==> config.mk <==
export PLATFORM = sky130hd
export DESIGN_NAME = cmd_out_shaper
export DESIGN_NICKNAME = d
export VERILOG_FILES = /design/src/rtl/cmd_out_pkg.sv /design/src/rtl/cmd_out_ch.sv /design/src/rtl/cmd_out_shaper.sv
export SDC_FILE = /design/constraint.sdc
export NUM_CORES = 1
export LEC_CHECK = 0
export BUFFER_PORTS_ARGS = -buffer_cell sky130_fd_sc_hd__buf_2
export CAP_MARGIN = 20
export CORE_ASPECT_RATIO = 0.6
export CORE_MARGIN = 1
export CORE_UTILIZATION = 35
export DETAILED_ROUTE_END_ITERATION = 10
export PLACE_DENSITY = 0.51
export SLEW_MARGIN = 20
export SYNTH_ARGS = -nofsm -noshare
export SYNTH_HDL_FRONTEND = slang
export SYNTH_SLANG_ARGS = --single-unit
==> constraint.sdc <==
create_clock -name clk -period 4.1 [get_ports clk]
set_clock_uncertainty 0.15 [all_clocks]
set_input_delay 0.82 -clock clk [delete_from_list [all_inputs] [get_ports clk]]
set_output_delay 0.82 -clock clk [all_outputs]
set_load 0.005 [all_outputs]
==> src/rtl/cmd_out_pkg.sv <==
// Shared types and elaboration helpers for the command output shaper.
// Holds the per-channel state encoding and the counter width helpers.
package cmd_out_pkg;

    typedef enum logic [1:0] {
        ST_OFF      = 2'd0,
        ST_ON_HOLD  = 2'd1,
        ST_ON       = 2'd2,
        ST_OFF_HOLD = 2'd3
    } ch_state_e;

    // Counter widths never collapse to zero bits, even for a limit of 1.
    function automatic int clog2_min1(input int value);
        int w;
        w = $clog2(value);
        return (w < 1) ? 1 : w;
    endfunction

    function automatic int max_int(input int a, input int b);
        return (a > b) ? a : b;
    endfunction

endpackage

==> src/rtl/cmd_out_ch.sv <==
// One command channel: enforces minimum ON/OFF dwell, counted in prescaler ticks.
// en low drops the channel to OFF at the next edge, ignoring any pending dwell.
module cmd_out_ch
    import cmd_out_pkg::*;
#(
    parameter int MIN_ON  = 10,
    parameter int MIN_OFF = 10,
    parameter int CNT_W   = 4
) (
    input  logic i_clk,
    input  logic i_aclr_n,
    input  logic i_tick,
    input  logic i_en,
    input  logic i_in,
    output logic o_out,
    output logic o_hold
);

    localparam logic [CNT_W-1:0] ON_LAST  = CNT_W'(MIN_ON - 1);
    localparam logic [CNT_W-1:0] OFF_LAST = CNT_W'(MIN_OFF - 1);

    ch_state_e        r_state;
    ch_state_e        w_state_next;
    logic [CNT_W-1:0] r_cnt;
    logic [CNT_W-1:0] w_cnt_next;
    logic             r_out;
    logic             r_hold;

    always_ff @(posedge i_clk or negedge i_aclr_n) begin
        if (!i_aclr_n) begin
            r_state <= ST_OFF;
            r_cnt   <= '0;
            r_out   <= 1'b0;
            r_hold  <= 1'b0;
        end else begin
            r_state <= w_state_next;
            r_cnt   <= w_cnt_next;
            r_out   <= (w_state_next == ST_ON_HOLD) || (w_state_next == ST_ON);
            r_hold  <= (w_state_next == ST_ON_HOLD) || (w_state_next == ST_OFF_HOLD);
        end
    end

    // Hold states exit on the MIN-th tick, so cnt never needs to reach MIN.
    always_comb begin
        w_state_next = r_state;
        w_cnt_next   = r_cnt;
        if (!i_en) begin
            w_state_next = ST_OFF;
            w_cnt_next   = '0;
        end else begin
            case (r_state)
                ST_OFF: begin
                    if (i_in) begin
                        w_state_next = ST_ON_HOLD;
                        w_cnt_next   = '0;
                    end
                end
                ST_ON_HOLD: begin
                    if (i_tick) begin
                        if (r_cnt == ON_LAST) begin
                            w_state_next = i_in ? ST_ON : ST_OFF_HOLD;
                            w_cnt_next   = '0;
                        end else begin
                            w_cnt_next = r_cnt + CNT_W'(1);
                        end
                    end
                end
                ST_ON: begin
                    if (!i_in) begin
                        w_state_next = ST_OFF_HOLD;
                        w_cnt_next   = '0;
                    end
                end
                ST_OFF_HOLD: begin
                    if (i_tick) begin
                        if (r_cnt == OFF_LAST) begin
                            w_state_next = i_in ? ST_ON_HOLD : ST_OFF;
                            w_cnt_next   = '0;
                        end else begin
                            w_cnt_next = r_cnt + CNT_W'(1);
                        end
                    end
                end
                default: begin
                    w_state_next = ST_OFF;
                    w_cnt_next   = '0;
                end
            endcase
        end
    end

    assign o_out  = r_out;
    assign o_hold = r_hold;

endmodule

==> src/rtl/cmd_out_shaper.sv <==
// Command output shaper: shared hold-time prescaler plus NUM_SIGNALS independent
// channels that impose minimum ON/OFF times on relay/optocoupler drive lines.
module cmd_out_shaper
    import cmd_out_pkg::*;
#(
    parameter int NUM_SIGNALS = 16,
    parameter int TICK_DIV    = 1000,
    parameter int MIN_ON      = 10,
    parameter int MIN_OFF     = 10
) (
    input  logic                   clk,
    input  logic                   aclr_n,
    input  logic                   en,
    input  logic [NUM_SIGNALS-1:0] in,
    output logic [NUM_SIGNALS-1:0] out,
    output logic [NUM_SIGNALS-1:0] hold,
    output logic                   tick
);

    localparam int                PRESC_W   = clog2_min1(TICK_DIV);
    localparam logic [PRESC_W-1:0] PRESC_MAX = PRESC_W'(TICK_DIV - 1);
    localparam int                CNT_W     = clog2_min1(max_int(MIN_ON, MIN_OFF));

    if ((MIN_ON < 1) || (MIN_OFF < 1) || (TICK_DIV < 1)) begin : g_param_err
        $error("cmd_out_shaper: MIN_ON, MIN_OFF and TICK_DIV must all be >= 1");
    end

    logic [PRESC_W-1:0] r_presc;
    logic [PRESC_W-1:0] w_presc_next;
    logic               r_tick;

    always_comb begin
        w_presc_next = (r_presc == PRESC_MAX) ? '0 : r_presc + PRESC_W'(1);
    end

    // tick is registered alongside the counter so it is high exactly while r_presc==TICK_DIV-1.
    always_ff @(posedge clk or negedge aclr_n) begin
        if (!aclr_n) begin
            r_presc <= '0;
            r_tick  <= 1'b0;
        end else begin
            r_presc <= w_presc_next;
            r_tick  <= (w_presc_next == PRESC_MAX);
        end
    end

    assign tick = r_tick;

    for (genvar g = 0; g < NUM_SIGNALS; g++) begin : g_ch
        cmd_out_ch #(
            .MIN_ON (MIN_ON),
            .MIN_OFF(MIN_OFF),
            .CNT_W  (CNT_W)
        ) u_ch (
            .i_clk   (clk),
            .i_aclr_n(aclr_n),
            .i_tick  (r_tick),
            .i_en    (en),
            .i_in    (in[g]),
            .o_out   (out[g]),
            .o_hold  (hold[g])
        );
    end

endmodule

======== After elaboration in Yosys (flattened, before gate mapping) ========
Index checks and enable logic that the tools add are counted.
word-level totals
  bits in registers ....................... 139
  bits in latches ......................... 0
  RAM bits ................................ 0
  memory bits (read-only) ................. 0
  bits of input ports ..................... 19
  output and inout bits ................... 33
  word-level logic and storage cells ...... 582
  memories ................................ 0
cells by class
  $add $sub $neg .......................... 17
  $mul .................................... 0
  div/mod/pow operators ................... 0
  order comparisons ....................... 0
  equality and inequality tests ........... 162
  shifts and indexed selects .............. 0
  muxes and demuxes ....................... 257
  bitwise gates (word level) .............. 0
  reduce and logical (&&, ||, !) cells .... 80
operators by type and width
  operator                 number
  $mux W4                  80
  $mux W2                  112
  $pmux W4 S3              16
  $eq A2 B2 Y1 const B     64
  $pmux W2 S4              16
  $ne A3 B3 Y1 const B     32
  $add A4 B1 Y4 const B    16
  $eq A2 B1 Y1 const B     32
  $eq A4 B4 Y1 const B     16
  $ne A3 B2 Y1 const B     16
  $reduce_and A3 Y1        16
  $logic_not A2 Y1         16
  $logic_or A1 B1 Y1       32
  $mux W1                  32
  $reduce_or A2 Y1         16
  $eq A10 B10 Y1 const B   2
  $add A10 B1 Y10 const B  1
  $mux W10                 1

======== Longest topological paths before layout ========
  depth in word-level cells ............... 7
  mapped depth ............................ 9
  depth with buffers taken out ............ 9

======== Hierarchy ========
A second synthesis with hierarchy kept.
unflattened totals
  cell total of the unflattened synthesis .. 739
  area, all modules ....................... 7224.4 um2
modules (own cells, without submodules)
  module                          times used  cells an instance  area an instance (um2)
  cmd_out_ch (g_ch[10].u_ch ...)  14          43                 414.1
  cmd_out_shaper                  1           53                 558.0
  cmd_out_ch (g_ch[0].u_ch)       1           41                 455.4
  cmd_out_ch (g_ch[15].u_ch)      1           43                 412.9

======== Least setup slack after synthesis ========
OpenSTA, ideal clock, no wires.
  kind .................................... input-to-reg
  start ................................... input en
  end ..................................... register g_ch[9].u_ch.r_out
  setup time .............................. 0.063 ns
  data arrival time ....................... 2.201 ns
  required time ........................... 3.887 ns
  setup slack ............................. 1.685 ns
  stages on the path ...................... 7
  buffers on the path ..................... 3
  cell sequence ........................... clkbuf_1 clkbuf_1 buf_1 o21ai_0 a21oi_1 ha_1 inv_1
between the ends
  cells in the longest elaborated chain, start to end .. 3
  elaborated cells between the ends (all ways) .. 4
  classes of those cells .................. eq/ne (2); mux (1); reduce/logical (1)
ends and longest elaborated chain
  element                                       line                  text
  start, declared                               cmd_out_shaper.sv:13  input logic en,
  $mux W2 *                                     cmd_out_ch.sv:47      if (!i_en) begin
  net g_ch[9].u_ch.w_state_next[0]              cmd_out_ch.sv:23      ch_state_e w_state_next;
  $eq A2 B1 Y1 or $eq A2 B2 Y1 (tied branches)  cmd_out_ch.sv:38      r_out <= (w_state_next == ST_ON_HOLD) || (w_state_next == ST_ON);
  $logic_or A1 B1 Y1 *                          cmd_out_ch.sv:38
  end signal, assigned                          cmd_out_ch.sv:38
  end, declared                                 cmd_out_ch.sv:26      logic r_out;
Mark *: on every way through the listed nets, which the timed path passes. The rest lies on a longest branch.
A chain may end at the register's enable or synchronous reset.

======== Final worst setup path ========
  start ................................... register r_tick (netlist: tick)
  end ..................................... output tick
RTL lines
  element                 line                  text
  start, declared         cmd_out_shaper.sv:30  logic r_tick;
  start signal, assigned  cmd_out_shaper.sv:43  r_tick <= (w_presc_next == PRESC_MAX);
  end, declared           cmd_out_shaper.sv:17  output logic tick
No word-level cell between the ends.

==> impl_metrics.yaml <==
power:
  comb_power_share_pct: 5.6
  p_int_w: 0.00217
  power_density_mw_per_mm2: 382
  power_switching_share_pct: 24.3
  total_leakage_power_nw: 3.89
  switching_power_w: 0.000699
  peakVddDrop_mv: 0.266
  clockPowerShare_pct: 50.3
  seq_power_share_pct: 44.2
cts:
  clk_latency_ns: 0.42
  path_clk_slew_ns: 0.06
  holdBufCountCts: 0
  cts_tree: "built"
  htreeDepth: 4
  cts_resized: 0
  clock-sinks: 124
  cts_setup_buffers: 0
  clockBufferDepth: 2
  cts_buffers: 17
  cts_root_buf: "clkbuf_16"
worst_setup_path:
  critPathRequiredTime_ns: 3.13
  cp.arrival_ns: 1.41
  slowest_delay_ns: 0.76
  path_buf_inv: 1
  r2r-start: "tick"
  worstSetupStartpoint: "tick"
  reg2reg_depth: 6
  worstPathCellList: "buf_2"
  path_class: "reg2out"
  setup.worst_path.end: "tick"
  cp-end-kind: "output port"
  r2r-end: "g_ch[7].u_ch.o_out"
  crit_family: "flip-flops"
  r2r_slack_ns: 1.96
  worstSetupStartpointType: "flip-flop"
  cp_slowest_cell: "dfrtp_2"
  path_depth: 1
  cp_max_fo: 27
die:
  row_count: 38
  core_mm2: 0.0183
  io_pins: 52
  die_w_um: 180
  die_h_um: 109
  start_util_pct: 36.3
  die-area_mm2: 0.0196
logic_synthesis:
  synth-seq-cells: 124
  synth-edff-count: 0
  ys.flop_type: "dfrtp_1"
  async_flop_share_pct: 100
  syn-cell-area_mm2: 0.00665
  syn_nets: 740
  ys_types: 34
  ys_warn_count: 0
  synth_cells: 685
  yosysSeqAreaShare_pct: 46.7
  avgSynthCellArea_um2: 9.70
route:
  num_vias: 4846
  wl_per_cell_um: 13.5
  ant_nets: 0
  wl_mm: 13.0
  first_pass_iters: 8
  drt-initial-drc-count: 269
  via_per_inst: 5.03
  drc: 4
sta:
  maxSlewViolCount: 0
  hold_viol: 0
  tightestPinTransition_ns: 0.688
  slew_headroom_pct: 54.2
  fmax_ghz: 0.419
  fin_crit_ns: 2.38
  grt_setup_unrepaired: "no"
  min_period_over_period_pct: 58.1
  setup_viol: 0
  tns_ns: 0
grt:
  grt_max_degree: 125
  overflow: 0
  track_usage_pct: 14.4
  grt_pass1_vias: 4658
  antenna_found_initial: 0
  grt_pass1_wl_mm: 22.2
outcome:
  violations: "design-rule violations"
  status: "complete, but fails checks"
run:
  cap_violations: 0
finish:
  syn2layout_area_growth_pct: 13.2
  final_util_pct: 41.1
  layout_common_cells: "dfrtp_1, o21ai_0, nand2_1"
  mostFrequentLayoutCell: "dfrtp_1"
  fin_nets: 765
  n_antenna_cell: 0
  final_layout_size_suffix_gt1_share_pct: 12.7
min_path:
  min_path_type: "in2async"
place:
  portBuffers: 51
  hpwl_mm: 8.76
  gp_congestion: 0.772
[how the worst min path moves through the flow]
stage,startpoint,endpoint,slack (ns)
3_3_place_gp,g_ch[15].u_ch.r_cnt[3],g_ch[15].u_ch.r_cnt[3],0.34
4_1_cts,r_presc[0],r_presc[0],0.35
5_1_grt,r_presc[0],r_presc[0],0.38
6_report,aclr_n,g_ch[2].u_ch.r_cnt[2],0.34
3_5_place_dp,r_presc[0],r_presc[0],0.35
2_1_floorplan,r_presc[0],r_presc[0],0.32
[layer usage]
metal	part of all wire (%)	vias up	GRT usage, %	wire [µm]
met5	0	-	0	0
met4	1.2	0	5.36	155
met3	4.8	15	4.18	630
met2	41	99	21.5	5380
met1	53	2318	19.7	6840
li1	-	2414	-	-
[logic make-up (layout without fill, tap and decap cells)]
family	count (synthesis)	after routing	share of synthesized area, %
and+or+nand+nor	239	239	18.9
DFF	124	124	46.7
muxes	31	31	4.67
adders and majority gates	36	36	6.78
AOI/OAI and AO/OA	136	136	11.7
buffers and inverters	83	121	6.51
xor gates and xnor gates	36	36	4.74
[metrics by stage]
| step | setup slack [ns] | hold slack, ns | total power (W) | cells | area (µm²) |
|---|---|---|---|---|---|
| 2_1_floorplan | 1.69 | 0.321 | 0.00140 | 685 | 6650 |
| 6_report | 1.72 | 0.338 | 0.00287 | 963 | 7520 |
| 5_1_grt | 1.62 | 0.376 | 0.00301 | 963 | 7520 |
| 3_3_place_gp | 1.71 | 0.337 | 0.00145 | 931 | 6950 |
| 3_5_place_dp | 1.62 | 0.345 | 0.00145 | 931 | 6950 |
| 4_1_cts | 1.68 | 0.354 | 0.00292 | 963 | 7520 |
[final cells by class]
type,instances,area [µm²]
Clock buffer,20,457
Clock inverter,12,115
Fill cell,1741,10800
Inverter,35,131
Multi-Input combinational cell,478,3110
Sequential cell,124,3100
Tap cell,240,300
Timing Repair Buffer,54,305
[state kept, by name (all words and copies together) (netlist names)]
signal             flops
g_ch.u_ch.o_hold      13
g_ch.u_ch.o_out       16
g_ch.u_ch.r_cnt       64
g_ch.u_ch.r_state     20
r_presc               10
tick                   1
[cells in the mapped netlist (all sizes together), types with 31 or more instances]
library cell / number / share of area, %
nand3: 38 / 2.9
inv: 35 / 2.0
dfrtp: 124 / 47
nor3b: 32 / 3.6
ha: 36 / 6.8
buf: 34 / 3.7
xor2: 33 / 4.3
mux2i: 31 / 4.7
a21o: 32 / 3.6
nand2: 70 / 4.0
o21ai: 83 / 6.2
nor2: 40 / 2.3
[power groups by stage]
stage	combinational [W]	clock, W	sequential [W]
after global placement	0.000158	0	0.00129
after CTS	0.000164	0.00149	0.00127
after global routing	0.000185	0.00156	0.00127
after floorplan	0.000112	0	0.00128
final	0.000160	0.00144	0.00127
after detailed placement	0.000163	0	0.00129
No activity file was read; power rests on OpenSTA's default activity.
